`src/rtl/fetch_pkg.sv`:
```
`default_nettype none
// ============================================================================
// Package  : fetch_pkg
// Purpose  : Shared widths, reset default and buffer entry type for fetch.
// Revision : 1.0 - initial release
// ============================================================================
package fetch_pkg;

  localparam int XLEN        = 32;
  localparam int INSTR_BYTES = 4;

  localparam logic [XLEN-1:0] RESET_PC_DEFAULT = 32'h0000_0000;

  typedef struct packed {
    logic [XLEN-1:0] instr;
    logic [XLEN-1:0] pc;
  } fetch_entry_t;

  // Sequential fetch address; wraps at 2^XLEN.
  function automatic logic [XLEN-1:0] next_pc(input logic [XLEN-1:0] pc);
    return pc + XLEN'(INSTR_BYTES);
  endfunction

endpackage
`default_nettype wire

```
`src/rtl/ins_prefetch_if.sv`:
```
`default_nettype none
// ============================================================================
// Interface : ins_prefetch_if
// Purpose   : IMEM request/response, redirect and decode-side signals.
// Revision  : 1.0 - initial release
// ============================================================================
interface ins_prefetch_if;
  import fetch_pkg::*;

  logic            imem_req_valid;
  logic            imem_req_ready;
  logic [XLEN-1:0] imem_req_addr;
  logic            imem_rsp_valid;
  logic [XLEN-1:0] imem_rsp_data;
  logic            redirect_valid;
  logic [XLEN-1:0] redirect_pc;
  logic            inst_valid;
  logic            inst_ready;
  logic [XLEN-1:0] inst_out;
  logic [XLEN-1:0] pc_out;
  logic [XLEN-1:0] pc_plus_4_out;

  // master: the prefetch unit; slave: IMEM plus decode/redirect environment
  modport master (
    output imem_req_valid, imem_req_addr,
    input  imem_req_ready, imem_rsp_valid, imem_rsp_data,
    input  redirect_valid, redirect_pc,
    output inst_valid, inst_out, pc_out, pc_plus_4_out,
    input  inst_ready
  );

  modport slave (
    input  imem_req_valid, imem_req_addr,
    output imem_req_ready, imem_rsp_valid, imem_rsp_data,
    output redirect_valid, redirect_pc,
    input  inst_valid, inst_out, pc_out, pc_plus_4_out,
    output inst_ready
  );

endinterface
`default_nettype wire

```
`src/rtl/fetch_fifo.sv`:
```
`default_nettype none
// ============================================================================
// Module   : fetch_fifo
// Purpose  : Power-of-two FIFO with synchronous clear and zero-latency head.
// Revision : 1.0 - initial release
// ============================================================================
module fetch_fifo #(
  parameter int DEPTH = 4,
  parameter int WIDTH = 64
) (
  input  wire logic                     clk,
  input  wire logic                     rst,
  input  wire logic                     clear,
  input  wire logic                     push,
  input  wire logic [WIDTH-1:0]         push_data,
  input  wire logic                     pop,
  output logic      [WIDTH-1:0]         head,
  output logic      [$clog2(DEPTH):0]   count
);

  localparam int c_aw = $clog2(DEPTH);
  localparam logic [c_aw:0] c_depth = (c_aw+1)'(DEPTH);
  localparam logic [c_aw:0] c_one   = (c_aw+1)'(1);

  logic [WIDTH-1:0] r_mem [DEPTH];
  logic [c_aw-1:0]  r_wr_ptr;
  logic [c_aw-1:0]  r_rd_ptr;
  logic [c_aw:0]    r_count;

  logic w_full;
  logic w_pop;
  logic w_push;

  assign w_full = (r_count == c_depth);
  assign w_pop  = pop && (r_count != '0);
  // A push into a full FIFO is accepted only when the head leaves in the same cycle.
  assign w_push = push && (!w_full || w_pop);

  always_ff @(posedge clk or negedge rst) begin
    if (!rst) begin
      r_wr_ptr <= '0;
      r_rd_ptr <= '0;
      r_count  <= '0;
    end else if (clear) begin
      r_wr_ptr <= '0;
      r_rd_ptr <= '0;
      r_count  <= '0;
    end else begin
      if (w_push) r_wr_ptr <= r_wr_ptr + 1'b1;
      if (w_pop)  r_rd_ptr <= r_rd_ptr + 1'b1;
      unique case ({w_push, w_pop})
        2'b10:   r_count <= r_count + c_one;
        2'b01:   r_count <= r_count - c_one;
        default: r_count <= r_count;
      endcase
    end
  end

  always_ff @(posedge clk) begin
    if (w_push && !clear) r_mem[r_wr_ptr] <= push_data;
  end

  assign head  = r_mem[r_rd_ptr];
  assign count = r_count;

  a_no_overflow: assert property (@(posedge clk) disable iff (!rst)
    !(push && w_full && !w_pop && !clear));

endmodule
`default_nettype wire

```
`src/rtl/ins_prefetch.sv`:
```
`default_nettype none
// ============================================================================
// Module   : ins_prefetch
// Purpose  : Credit-limited instruction prefetcher with redirect and drop logic.
// Revision : 1.0 - initial release
// ============================================================================
module ins_prefetch
  import fetch_pkg::*;
#(
  parameter logic [XLEN-1:0] RESET_PC   = RESET_PC_DEFAULT,
  parameter int              FIFO_DEPTH = 4
) (
  input  wire logic          clk,
  input  wire logic          rst,
  ins_prefetch_if.master     bus
);

  localparam int c_cw = $clog2(FIFO_DEPTH) + 1;
  localparam logic [c_cw-1:0] c_one   = c_cw'(1);
  localparam logic [c_cw:0]   c_depth = (c_cw+1)'(FIFO_DEPTH);

  logic [XLEN-1:0] r_fpc;
  logic [XLEN-1:0] r_rpc;
  logic [c_cw-1:0] r_inflight;
  logic [c_cw-1:0] r_drop_cnt;

  logic [c_cw-1:0] w_fifo_count;
  logic [c_cw:0]   w_used;
  logic            w_req_valid;
  logic            w_accept;
  logic            w_inst_valid;
  logic            w_pop;
  logic            w_keep;
  fetch_entry_t    w_push_entry;
  fetch_entry_t    w_head_entry;

  // Credits cover both buffered words and outstanding requests, so every
  // response always has a slot waiting for it.
  assign w_used       = {1'b0, r_inflight} + {1'b0, w_fifo_count};
  assign w_req_valid  = rst && (w_used < c_depth) && !bus.redirect_valid;
  assign w_accept     = w_req_valid && bus.imem_req_ready;
  assign w_inst_valid = (w_fifo_count != '0);
  assign w_pop        = w_inst_valid && bus.inst_ready && !bus.redirect_valid;
  assign w_keep       = bus.imem_rsp_valid && !bus.redirect_valid && (r_drop_cnt == '0);

  assign w_push_entry.instr = bus.imem_rsp_data;
  assign w_push_entry.pc    = r_rpc;

  fetch_fifo #(
    .DEPTH (FIFO_DEPTH),
    .WIDTH ($bits(fetch_entry_t))
  ) u_fifo (
    .clk       (clk),
    .rst       (rst),
    .clear     (bus.redirect_valid),
    .push      (w_keep),
    .push_data (w_push_entry),
    .pop       (w_pop),
    .head      (w_head_entry),
    .count     (w_fifo_count)
  );

  always_ff @(posedge clk or negedge rst) begin
    if (!rst) begin
      r_fpc      <= RESET_PC;
      r_rpc      <= RESET_PC;
      r_inflight <= '0;
      r_drop_cnt <= '0;
    end else if (bus.redirect_valid) begin
      // Everything still outstanding belongs to the old stream.
      r_fpc      <= bus.redirect_pc;
      r_rpc      <= bus.redirect_pc;
      r_drop_cnt <= r_inflight - c_cw'(bus.imem_rsp_valid);
      r_inflight <= r_inflight - c_cw'(bus.imem_rsp_valid);
    end else begin
      if (w_accept) r_fpc <= next_pc(r_fpc);
      unique case ({w_accept, bus.imem_rsp_valid})
        2'b10:   r_inflight <= r_inflight + c_one;
        2'b01:   r_inflight <= r_inflight - c_one;
        default: r_inflight <= r_inflight;
      endcase
      if (bus.imem_rsp_valid) begin
        if (r_drop_cnt != '0) r_drop_cnt <= r_drop_cnt - c_one;
        else                  r_rpc      <= next_pc(r_rpc);
      end
    end
  end

  assign bus.imem_req_valid = w_req_valid;
  assign bus.imem_req_addr  = r_fpc;
  assign bus.inst_valid     = w_inst_valid;
  assign bus.inst_out       = w_head_entry.instr;
  assign bus.pc_out         = w_head_entry.pc;
  assign bus.pc_plus_4_out  = next_pc(w_head_entry.pc);

endmodule
`default_nettype wire

```
`src/flat_wrapper.sv`:
```
// flat-port wrapper written by rule: the top's interface ports become plain ports
module ins_prefetch_flat import fetch_pkg::*;
#(
  parameter logic [XLEN-1:0] RESET_PC   = RESET_PC_DEFAULT,
  parameter int              FIFO_DEPTH = 4
)
  (clk, rst, bus_imem_req_valid, bus_imem_req_addr, bus_imem_req_ready, bus_imem_rsp_valid, bus_imem_rsp_data, bus_redirect_valid, bus_redirect_pc, bus_inst_valid, bus_inst_out, bus_pc_out, bus_pc_plus_4_out, bus_inst_ready);
  ins_prefetch_if bus_i ();
  input  wire logic clk;
  input  wire logic rst;
  output wire logic [$bits(bus_i.imem_req_valid)-1:0] bus_imem_req_valid;
  output wire logic [$bits(bus_i.imem_req_addr)-1:0] bus_imem_req_addr;
  input wire logic [$bits(bus_i.imem_req_ready)-1:0] bus_imem_req_ready;
  input wire logic [$bits(bus_i.imem_rsp_valid)-1:0] bus_imem_rsp_valid;
  input wire logic [$bits(bus_i.imem_rsp_data)-1:0] bus_imem_rsp_data;
  input wire logic [$bits(bus_i.redirect_valid)-1:0] bus_redirect_valid;
  input wire logic [$bits(bus_i.redirect_pc)-1:0] bus_redirect_pc;
  output wire logic [$bits(bus_i.inst_valid)-1:0] bus_inst_valid;
  output wire logic [$bits(bus_i.inst_out)-1:0] bus_inst_out;
  output wire logic [$bits(bus_i.pc_out)-1:0] bus_pc_out;
  output wire logic [$bits(bus_i.pc_plus_4_out)-1:0] bus_pc_plus_4_out;
  input wire logic [$bits(bus_i.inst_ready)-1:0] bus_inst_ready;
  assign bus_imem_req_valid = bus_i.imem_req_valid;
  assign bus_imem_req_addr = bus_i.imem_req_addr;
  assign bus_i.imem_req_ready = bus_imem_req_ready;
  assign bus_i.imem_rsp_valid = bus_imem_rsp_valid;
  assign bus_i.imem_rsp_data = bus_imem_rsp_data;
  assign bus_i.redirect_valid = bus_redirect_valid;
  assign bus_i.redirect_pc = bus_redirect_pc;
  assign bus_inst_valid = bus_i.inst_valid;
  assign bus_inst_out = bus_i.inst_out;
  assign bus_pc_out = bus_i.pc_out;
  assign bus_pc_plus_4_out = bus_i.pc_plus_4_out;
  assign bus_i.inst_ready = bus_inst_ready;
  ins_prefetch #(.RESET_PC(RESET_PC), .FIFO_DEPTH(FIFO_DEPTH)) u_core (.clk(clk), .rst(rst), .bus(bus_i));
endmodule
```
`config.mk`:
```
export PLATFORM = sky130hd
export DESIGN_NAME = ins_prefetch_flat
export DESIGN_NICKNAME = d
export VERILOG_FILES = /design/src/rtl/fetch_pkg.sv /design/src/rtl/ins_prefetch_if.sv /design/src/rtl/fetch_fifo.sv /design/src/rtl/ins_prefetch.sv /design/src/flat_wrapper.sv
export SDC_FILE = /design/constraint.sdc
export NUM_CORES = 1
export LEC_CHECK = 0
export CAP_MARGIN = 10
export CELL_PAD_IN_SITES_DETAIL_PLACEMENT = 1
export CELL_PAD_IN_SITES_GLOBAL_PLACEMENT = 2
export CORE_ASPECT_RATIO = 1.5
export CORE_UTILIZATION = 42
export DETAILED_ROUTE_END_ITERATION = 6
export GPL_TIMING_DRIVEN = 1
export PLACE_DENSITY = 0.86
export SYNTH_ARGS = -nofsm -noshare
export SYNTH_HDL_FRONTEND = slang
export SYNTH_SLANG_ARGS = --single-unit
```
`constraint.sdc`:
```
create_clock -name clk -period 8.6 [get_ports clk]
set_input_delay 1.72 -clock clk [delete_from_list [all_inputs] [get_ports clk]]
set_output_delay 1.72 -clock clk [all_outputs]
set_load 0.01 [all_outputs]
```
# [After elaboration in Yosys (flattened, before gate mapping)]
# Memory sizes are Yosys's and may differ from the RTL's.
# Index checks and enable logic that the tools add are counted.
[word_totals] mem_bits_rw=256 ff_bits=77 input_bits=70 output_inout_bits=130 memories=1
[classes] n_addsub=12 n_mux=18 reduce_logical=25 n_lt_le_gt_ge=1 eq_ne=6
[mem_list] name="u_core.u_fifo.r_mem" words=4 width=64 rd=1 rd_ports_with_merged_regs=0 write_ports=1 line_no="fetch_fifo.sv:25" source="logic [WIDTH-1:0] r_mem [DEPTH];"
[op_table] operator="$mux 32" n=5
[op_table] operator="$add 32x3->32 const B" n=3
[op_table] operator="$mux 3" n=5
[op_table] operator="$pmux 3 s2" n=2
[op_table] operator="$reduce_bool 3->1" n=4
[op_table] operator="$logic_and 1x1->1" n=10
[op_table] operator="$reduce_bool 2->1" n=5
[op_table] operator="$sub 3x1->3 const B" n=3
[op_table] operator="$mux 2" n=4
[op_table] operator="$add 3x1->3 const B" n=2
[op_table] operator="$add 2x1->2 const B" n=2
[op_table] operator="$add 3x3->4" n=1
[op_table] operator="$eq 2x1->1 const B" n=2
[op_table] operator="$eq 2x2->1 const B" n=2
[op_table] operator="$lt 4x3->1 const B" n=1
[op_table] operator="$reduce_and 2->1" n=2
[op_table] operator="$eq 3x3->1 const B" n=1
[op_table] operator="$logic_not 3->1" n=1
[op_table] operator="$sub 3x1->3" n=1
[op_table] operator="$logic_not 1->1" n=2
[op_table] operator="$mux 1" n=2
[op_table] operator="$ne 2x2->1 const B" n=1
[op_table] operator="$logic_or 1x1->1" n=1

# [Longest topological paths before layout]
# Gate-level depths: netlist of the first run.
[logic_depth] depth_word=9 ltp_mapped=10

# [Cells and area by module]
# Synthesis of the first run repeated with hierarchy kept, for this count alone.
[hier_totals] hier_cells=892 area_unflattened_um2=14212.4
[by_module_without_submodules] mod="fetch_fifo" cells_per_inst=397 seq_area_each_um2=7862.5 instances=1 area_per_inst_um2=9811.9
[by_module_without_submodules] mod="ins_prefetch" cells_per_inst=495 seq_area_each_um2=1751.7 instances=1 area_per_inst_um2=4400.5

# [Worst setup path after synthesis of the first run]
# No wires, ideal clock.
[synth_path] path_kind="input to register" start="input port bus_imem_rsp_valid" end="memory u_core.u_fifo.r_mem[0][0] (enable)" setup_ps=429 arrival_time_ps=4100 setup_slack_ps=4072 path_stages=5 path_buffers=2 path_cell_list="clkbuf_1 -> and3b_1 -> and3_1 -> clkbuf_1 -> and2_1"
[synth_via] elab_chain_len=6
[synth_rtl] element="from (decl)" line_no="flat_wrapper.sv:14" source="input wire logic [$bits(bus_i.imem_rsp_valid)-1:0] bus_imem_rsp_valid;"
[synth_rtl] element="$logic_and 1x1->1 (2 in series)" line_no="ins_prefetch.sv:44" source="assign w_keep = bus.imem_rsp_valid && !bus.redirect_valid && (r_drop_cnt == '0);"
[synth_rtl] element="$logic_and 1x1->1" line_no="fetch_fifo.sv:37" source="assign w_push = push && (!w_full || w_pop);"
[synth_rtl] element="$logic_and 1x1->1" line_no="fetch_fifo.sv:60" source="if (w_push && !clear) r_mem[r_wr_ptr] <= push_data;"
[synth_rtl] element="$mux 1" line_no="fetch_fifo.sv:60"
[synth_rtl] element="$mux 1 (implied by the code)" line_no="fetch_fifo.sv:60"
[synth_rtl] element="to (decl)" line_no="fetch_fifo.sv:25"
# No other way between the ends.

# [Worst setup path in the final report of the first run]
[layout_path] start="register u_core.u_fifo.r_rd_ptr[0]" end="output port bus_pc_plus_4_out[30]"
[layout_via] elab_chain_len=2
[layout_rtl] element="from (decl)" line_no="fetch_fifo.sv:27" source="logic [c_aw-1:0] r_rd_ptr;"
[layout_rtl] element="from (signal assigned)" line_no="fetch_fifo.sv:50" source="if (w_pop) r_rd_ptr <= r_rd_ptr + 1'b1;"
[layout_rtl] element="$mem_v2 4x64"
[layout_rtl] element="$add 32x3->32" line_no="fetch_pkg.sv:21" source="return pc + XLEN'(INSTR_BYTES);"
[layout_rtl] element="to (decl)" line_no="flat_wrapper.sv:21" source="output wire logic [$bits(bus_i.pc_plus_4_out)-1:0] bus_pc_plus_4_out;"
# No other way between the ends.

==> out/metrics.cfg, run 1 <==
[run_status]
status = finished with violations
violations = DRC

[logic_synthesis]
syn_area_um2 = 14300
synth_top_area_share_pct = 53.8
yosys.area.top_type = edfxtp_1
yosysSeqAreaShare_pct = 67.3
ys.flop_type = edfxtp_1
synth_commonest_cells = edfxtp_1, dfrtp_1, nand2_1
synth.most_common_cell = edfxtp_1
syn-num-nets = 1008
post_synth.cell_area_avg_um2 = 15.5
async_flop_share_pct = 23.1
netlist_instances = 923
synth_warnings = 0
ys_ff_latch = 333
synth_edf_count = 256
synth_cell_types = 52
netlist_top_cells_area = edfxtp_1, dfrtp_1, mux4_2, xnor2_1, o21ai_0

[routing]
drc_errors = 14
routed_via_density = 5.53
first_iter_violations = 353
drt_wl_total_mm = 34.6
firstDrtPassIters = 7
num_vias = 8633
drtAntennaViolNets = 0
wire_per_inst_um = 22.1

[timing]
setup-tns-final_ps = 0
fin_worst_skew_ps = 12.2
rsz0062_at_grt = false
min_period_over_period_pct = 73.8
hold_viol_final = 0
slew_headroom_pct = 14.3
hold-worst-slack_ps = 525
final-max-slew-violation-count = 0
post-route-min-period_ps = 6340
fmax_mhz = 158
tightest_slew_ps = 1270
setup_viol = 0

[clock_tree]
cts_root_buf = clkbuf_16
htree_levels = 1
clkTransAtPathRegs_ps = 60
postCtsSetupRepairBufs = 0
cts_max_path_buffers = 3
clock_latency_ps = 560
cts_made_buffers = 31
cts_sinks = 333
cts_hold_buf = 0
post_cts_resized = 0
tritoncts = done

[pwr]
intPower_uw = 3330
swShare_pct = 27.6
powerDensity_nw_per_um2 = 260
pwr-share-seq_pct = 43.6
power_frac_comb_pct = 25.7
power.total_uw = 4600
switching_power_uw = 1270
ir_drop_mv = 0.141
p_clk_share_pct = 30.7
p_leak_uw = 0.00595

[cells_and_area]
regArea_um2 = 9620
antennaDiodeCount = 0
fill_cells = 3238
multi_input_comb_area_um2 = 4390
final_area_um2 = 17700
instances_no_fill = 1562
nNetsFinal = 1203
drive_gt1_share_pct = 11.4
area_delta_synth_final_pct = 23.8

[placed_design]
place_area_um2 = 16700
place_congestion = 0.804
io_buffer_count = 199
dpl.hpwl_mm = 23.3
dpl.cell_count = 1505

[worst_setup_path]
end_kind = output pin
critical_path_required_ps = 6880
critical_path_class = reg2out
startpoint_type = register
cp_max_fo = 48
arrival_ps = 4620

[flow_run]
drv_cap = 0

[worst_hold_path]
hp-class = reg2reg

[die]
die_y_um = 228
start_util_pct = 42.7
rows = 82
dieArea_um2 = 34800
die_w_um = 153
ioPinCount = 200
core_area_um2 = 33400

[grt]
grt_pass1_wl_mm = 54.6
grt_pass1_vias = 9435
grt_max_degree = 81
grt_use_total_pct = 20.3
antenna_found_initial = 0
grt.overflow.total = 0

## critical path, cell delays in order (launching register included)
cell and delay, ps:
dfrtp_4 1040, buf_4 500, mux4_2 360, ha_1 280, nand2_1 120, nor4_4 690
nand4_1 210, xnor2_1 210, clkdlybuf4s50_1 570
## registers in the layout, indices dropped and copies added (netlist names)
name / cells
u_core.u_fifo.count: 3
u_core.bus.imem_req_addr: 32
u_core.r_drop_cnt: 3
u_core.u_fifo.r_wr_ptr: 2
u_core.u_fifo.r_rd_ptr: 2
u_core.r_inflight: 3
u_core.u_fifo.r_mem: 256
u_core.r_rpc: 32
## layout make-up
type / instances / area share (%)
inverters: 23 / 0.488
clock buffers: 35 / 4.47
multi-input cells: 524 / 24.8
flip-flops and latches: 333 / 54.4
clock inverters: 22 / 1.44
repair buffers: 205 / 11.5
well taps: 420 / 2.97
## power groups by stage
stage / registers [uW] / clock network, uW / logic (uW)
2_1_floorplan: 1960 / 0 / 703
3_3_place_gp: 2040 / 0 / 1180
3_5_place_dp: 2050 / 0 / 1200
4_1_cts: 2010 / 1450 / 1200
5_1_grt: 2030 / 1490 / 1270
6_report: 2010 / 1410 / 1180
## routing by layer
layer	up-vias	wire [um]	track usage, %
li1	3960	-	-
met2	205	18700	38.0
met5	-	0	0
met4	0	664	5.93
met1	4434	13800	24.4
met3	34	1430	2.43
## logic make-up (layout without fill, tap and decap cells)
kind of cell	count (synthesis)	after routing	synth area share, %
and+or+nand+nor	267	267	10.1
adders and majority gates	15	15	1.42
xor gates and xnor gates	63	63	3.86
buffers and inverters	66	285	2.11
DFF	333	333	67.3
AOI/OAI and AO/OA	108	108	4.48
muxes	71	71	10.7
## through the flow
stage	setup WS (ps)	util, %
after global placement	2860	49.8
after floorplan	4070	-
after global routing	1900	52.9
final	2260	52.9
after CTS	2080	52.9
after detailed placement	2710	49.8
## final timing paths
path	start	end	slack, ps	cells after the start
worst min register to register	u_core.r_inflight[2]$_DFFE_PN0P_	u_core.r_inflight[2]$_DFFE_PN0P_	520	1
max in group asynchronous	rst	u_core.u_fifo.r_rd_ptr[0]$_DFFE_PN0P_	6480	1
worst max-delay path	u_core.u_fifo.r_rd_ptr[0]$_DFFE_PN0P_	bus_pc_plus_4_out[30]	2260	8
worst max register to register	u_core.r_drop_cnt[1]$_DFFE_PN0P_	u_core.u_fifo.r_mem[1][39]$_DFFE_PP_	5690	5
worst min-delay path	u_core.r_inflight[2]$_DFFE_PN0P_	u_core.r_inflight[2]$_DFFE_PN0P_	520	1
min in group asynchronous	rst	u_core.r_inflight[2]$_DFFE_PN0P_	1340	1
## layout by cell type (no fill, tap or decap), types with 2 or more instances in the layout
cell,instances
a22oi_1,2
nor2_1,36
nand3_1,44
nand2b_1,6
xnor2_1,42
nand4_1,27
mux4_2,59
ha_1,13
bufinv_16,6
clkbuf_1,4
o311ai_0,5
mux2_2,5
a21oi_1,10
o31ai_1,4
nor4_1,12
clkbuf_16,31
mux2i_1,2
or2_2,2
fa_1,2
nor4_4,2
nor3_1,9
and2_4,4
o21ai_0,54
o211ai_1,12
clkinv_1,12
dfrtp_1,75
and3_1,19
clkdlybuf4s50_1,197
or3_1,12
and4_1,7
mux4_1,5
and2_1,10
edfxtp_1,256
buf_4,7
nand3b_1,4
xor2_1,21
a31oi_1,17
inv_1,22
clkinvlp_4,2
nand2_1,63
No activity file was read; power rests on OpenSTA's default activity.
==> run 2: changes to the inputs <==
CORE_UTILIZATION = 39   (was 42)
PLACE_DENSITY = 0.8   (was 0.86)
clock period = 6.18 ns   (was 8.6 ns; I/O delays follow)
==> run 2 against run 1 <==
Effect of this change: the flow now finishes without violations; flip-flop and latch count unchanged; critical endpoint is now bus_pc_plus_4_out[24]; highest routed layer unchanged; non-clock buffer count up 4; critical path depth down 2; die area up 7.6%; clock skew up 11 ps; clock-buffer cell count up 14.
==> out/metrics.cfg, run 2 (synthesis gave the netlist of run 1 again) <==
[run_status]
status = finished clean

[die]
die_y_um = 236
start_util_pct = 39.6
ioPinCount = 200
die_w_um = 158
core_area_um2 = 36100
dieArea_um2 = 37400
rows = 85

[placed_design]
dpl.cell_count = 1567
io_buffer_count = 199
place_area_um2 = 16800
dpl.hpwl_mm = 23.6
place_congestion = 0.774

[cells_and_area]
final_area_um2 = 17800
drive_gt1_share_pct = 12.0
top_register = u_core.u_fifo.r_mem
final_common_cell = edfxtp_1
final_cell_mix = edfxtp_1, clkdlybuf4s50_1, dfrtp_1
area_delta_synth_final_pct = 24.2
largest_reg_flops = 256
fill_cells = 3501
nNetsFinal = 1207
instances_no_fill = 1624
antennaDiodeCount = 0

[routing]
drtAntennaViolNets = 0
drt_wl_total_mm = 34.6
drc_errors = 0
num_vias = 8619
wire_per_inst_um = 21.3
firstDrtPassIters = 4
routed_via_density = 5.31
first_iter_violations = 315

[worst_setup_path]
critical_path_class = reg2out
cpLargestDelayFamily = simple AND/OR/NAND/NOR gates
max_stage_delay_ps = 1000
cp_max_fo = 44
slowest_stage = dfrtp_4
startpoint = u_core.u_fifo.r_rd_ptr[0]$_DFFE_PN0P_
startpoint_type = register
arrival_ps = 4100
end_kind = output pin
crit_chain = mux4_1, nand3_4, nor4_4, nand4_1, xnor2_1, clkdlybuf4s50_1
path_buf_inv = 1
r2r_start = u_core.r_drop_cnt[0]$_DFFE_PN0P_
critical_path_required_ps = 4940

[timing]
min_period_over_period_pct = 86.4
hold_viol_final = 0
final-max-slew-violation-count = 0
fin_worst_skew_ps = 22.9
setup_viol = 0
tightest_slew_ps = 1040
slew_headroom_pct = 29.8
fmax_mhz = 187
setup-tns-final_ps = 0
post-route-min-period_ps = 5340
rsz0062_at_grt = false

[clock_tree]
tritoncts = done
postCtsSetupRepairBufs = 0
cts_hold_buf = 0
clkTransAtPathRegs_ps = 70
post_cts_resized = 0
cts_root_buf = clkbuf_16
cts_max_path_buffers = 3
cts_sinks = 333
htree_levels = 1
cts_made_buffers = 31
clock_latency_ps = 570

[grt]
busiest_layer = met2
use_met2_pct = 34.8
grt.overflow.total = 0
grt_pass1_wl_mm = 53.9
use_met3_pct = 2.49
grt_use_total_pct = 19.0
grt_pass1_vias = 9363
grt_max_degree = 70
grtUsageMet1_pct = 22.6
antenna_found_initial = 0

[pwr]
powerDensity_nw_per_um2 = 355
ir_drop_mv = 0.255
p_leak_uw = 0.00595

[flow_run]
drv_cap = 0

[worst_hold_path]
hp-class = in2async

## run 2: path summary, 6_finish.rpt
kind / to / slack [ps] / depth (start not counted)
min: u_core.u_fifo.count[2]$_DFFE_PN0P_ / 490 / 1
max reg2reg: u_core.u_fifo.r_mem[1][37]$_DFFE_PP_ / 3200 / 5
min reg2reg: u_core.r_inflight[2]$_DFFE_PN0P_ / 520 / 1
max: bus_pc_plus_4_out[24] / 840 / 6
min in group clk: u_core.r_inflight[2]$_DFFE_PN0P_ / 520 / 1
max in group asynchronous: u_core.r_rpc[28]$_DFFE_PN0P_ / 4510 / 2
## run 2: power breakdown
part	total, uW	leakage, uW	internal, uW	switching, uW
clock network	1870	0.000478	1060	804
logic	1650	0.00223	907	746
registers	2780	0.00324	2570	217
total	6310	0.00595	4540	1770
## run 2: worst reg2reg max path, cell delays in order, from the launching register on
cell	delay, ps
dfrtp_1	360
inv_1	110
ha_1	210
and3b_1	500
and3_1	470
and2_4	880
## run 2: metal layers
layer,vias up,routed length [um]
met5,-,0
met4,0,874
met3,49,1330
met2,180,18500
met1,4411,13900
li1,3979,-
## run 2: final cells by class
class | instances | area (um2) | area share [%]
Sequential cell | 333 | 9620 | 54.2
Multi-Input combinational cell | 524 | 4390 | 24.7
Timing Repair Buffer | 209 | 2060 | 11.6
Clock buffer | 49 | 923 | 5.20
Tap cell | 478 | 598 | 3.37
Inverter | 23 | 86.3 | 0.486
Clock inverter | 8 | 77.6 | 0.437
## run 2: per-stage QoR
stage          util [%]  hold slack (ps)  total power, uW  setup slack, ps
3_5_place_dp       46.5              516             4520             1310
6_report           49.2              493             6310              841
2_1_floorplan         -              476             3700             2140
5_1_grt            49.2              485             6600              536
4_1_cts            49.2              472             6390              676
3_3_place_gp       46.5              518             4480             1360
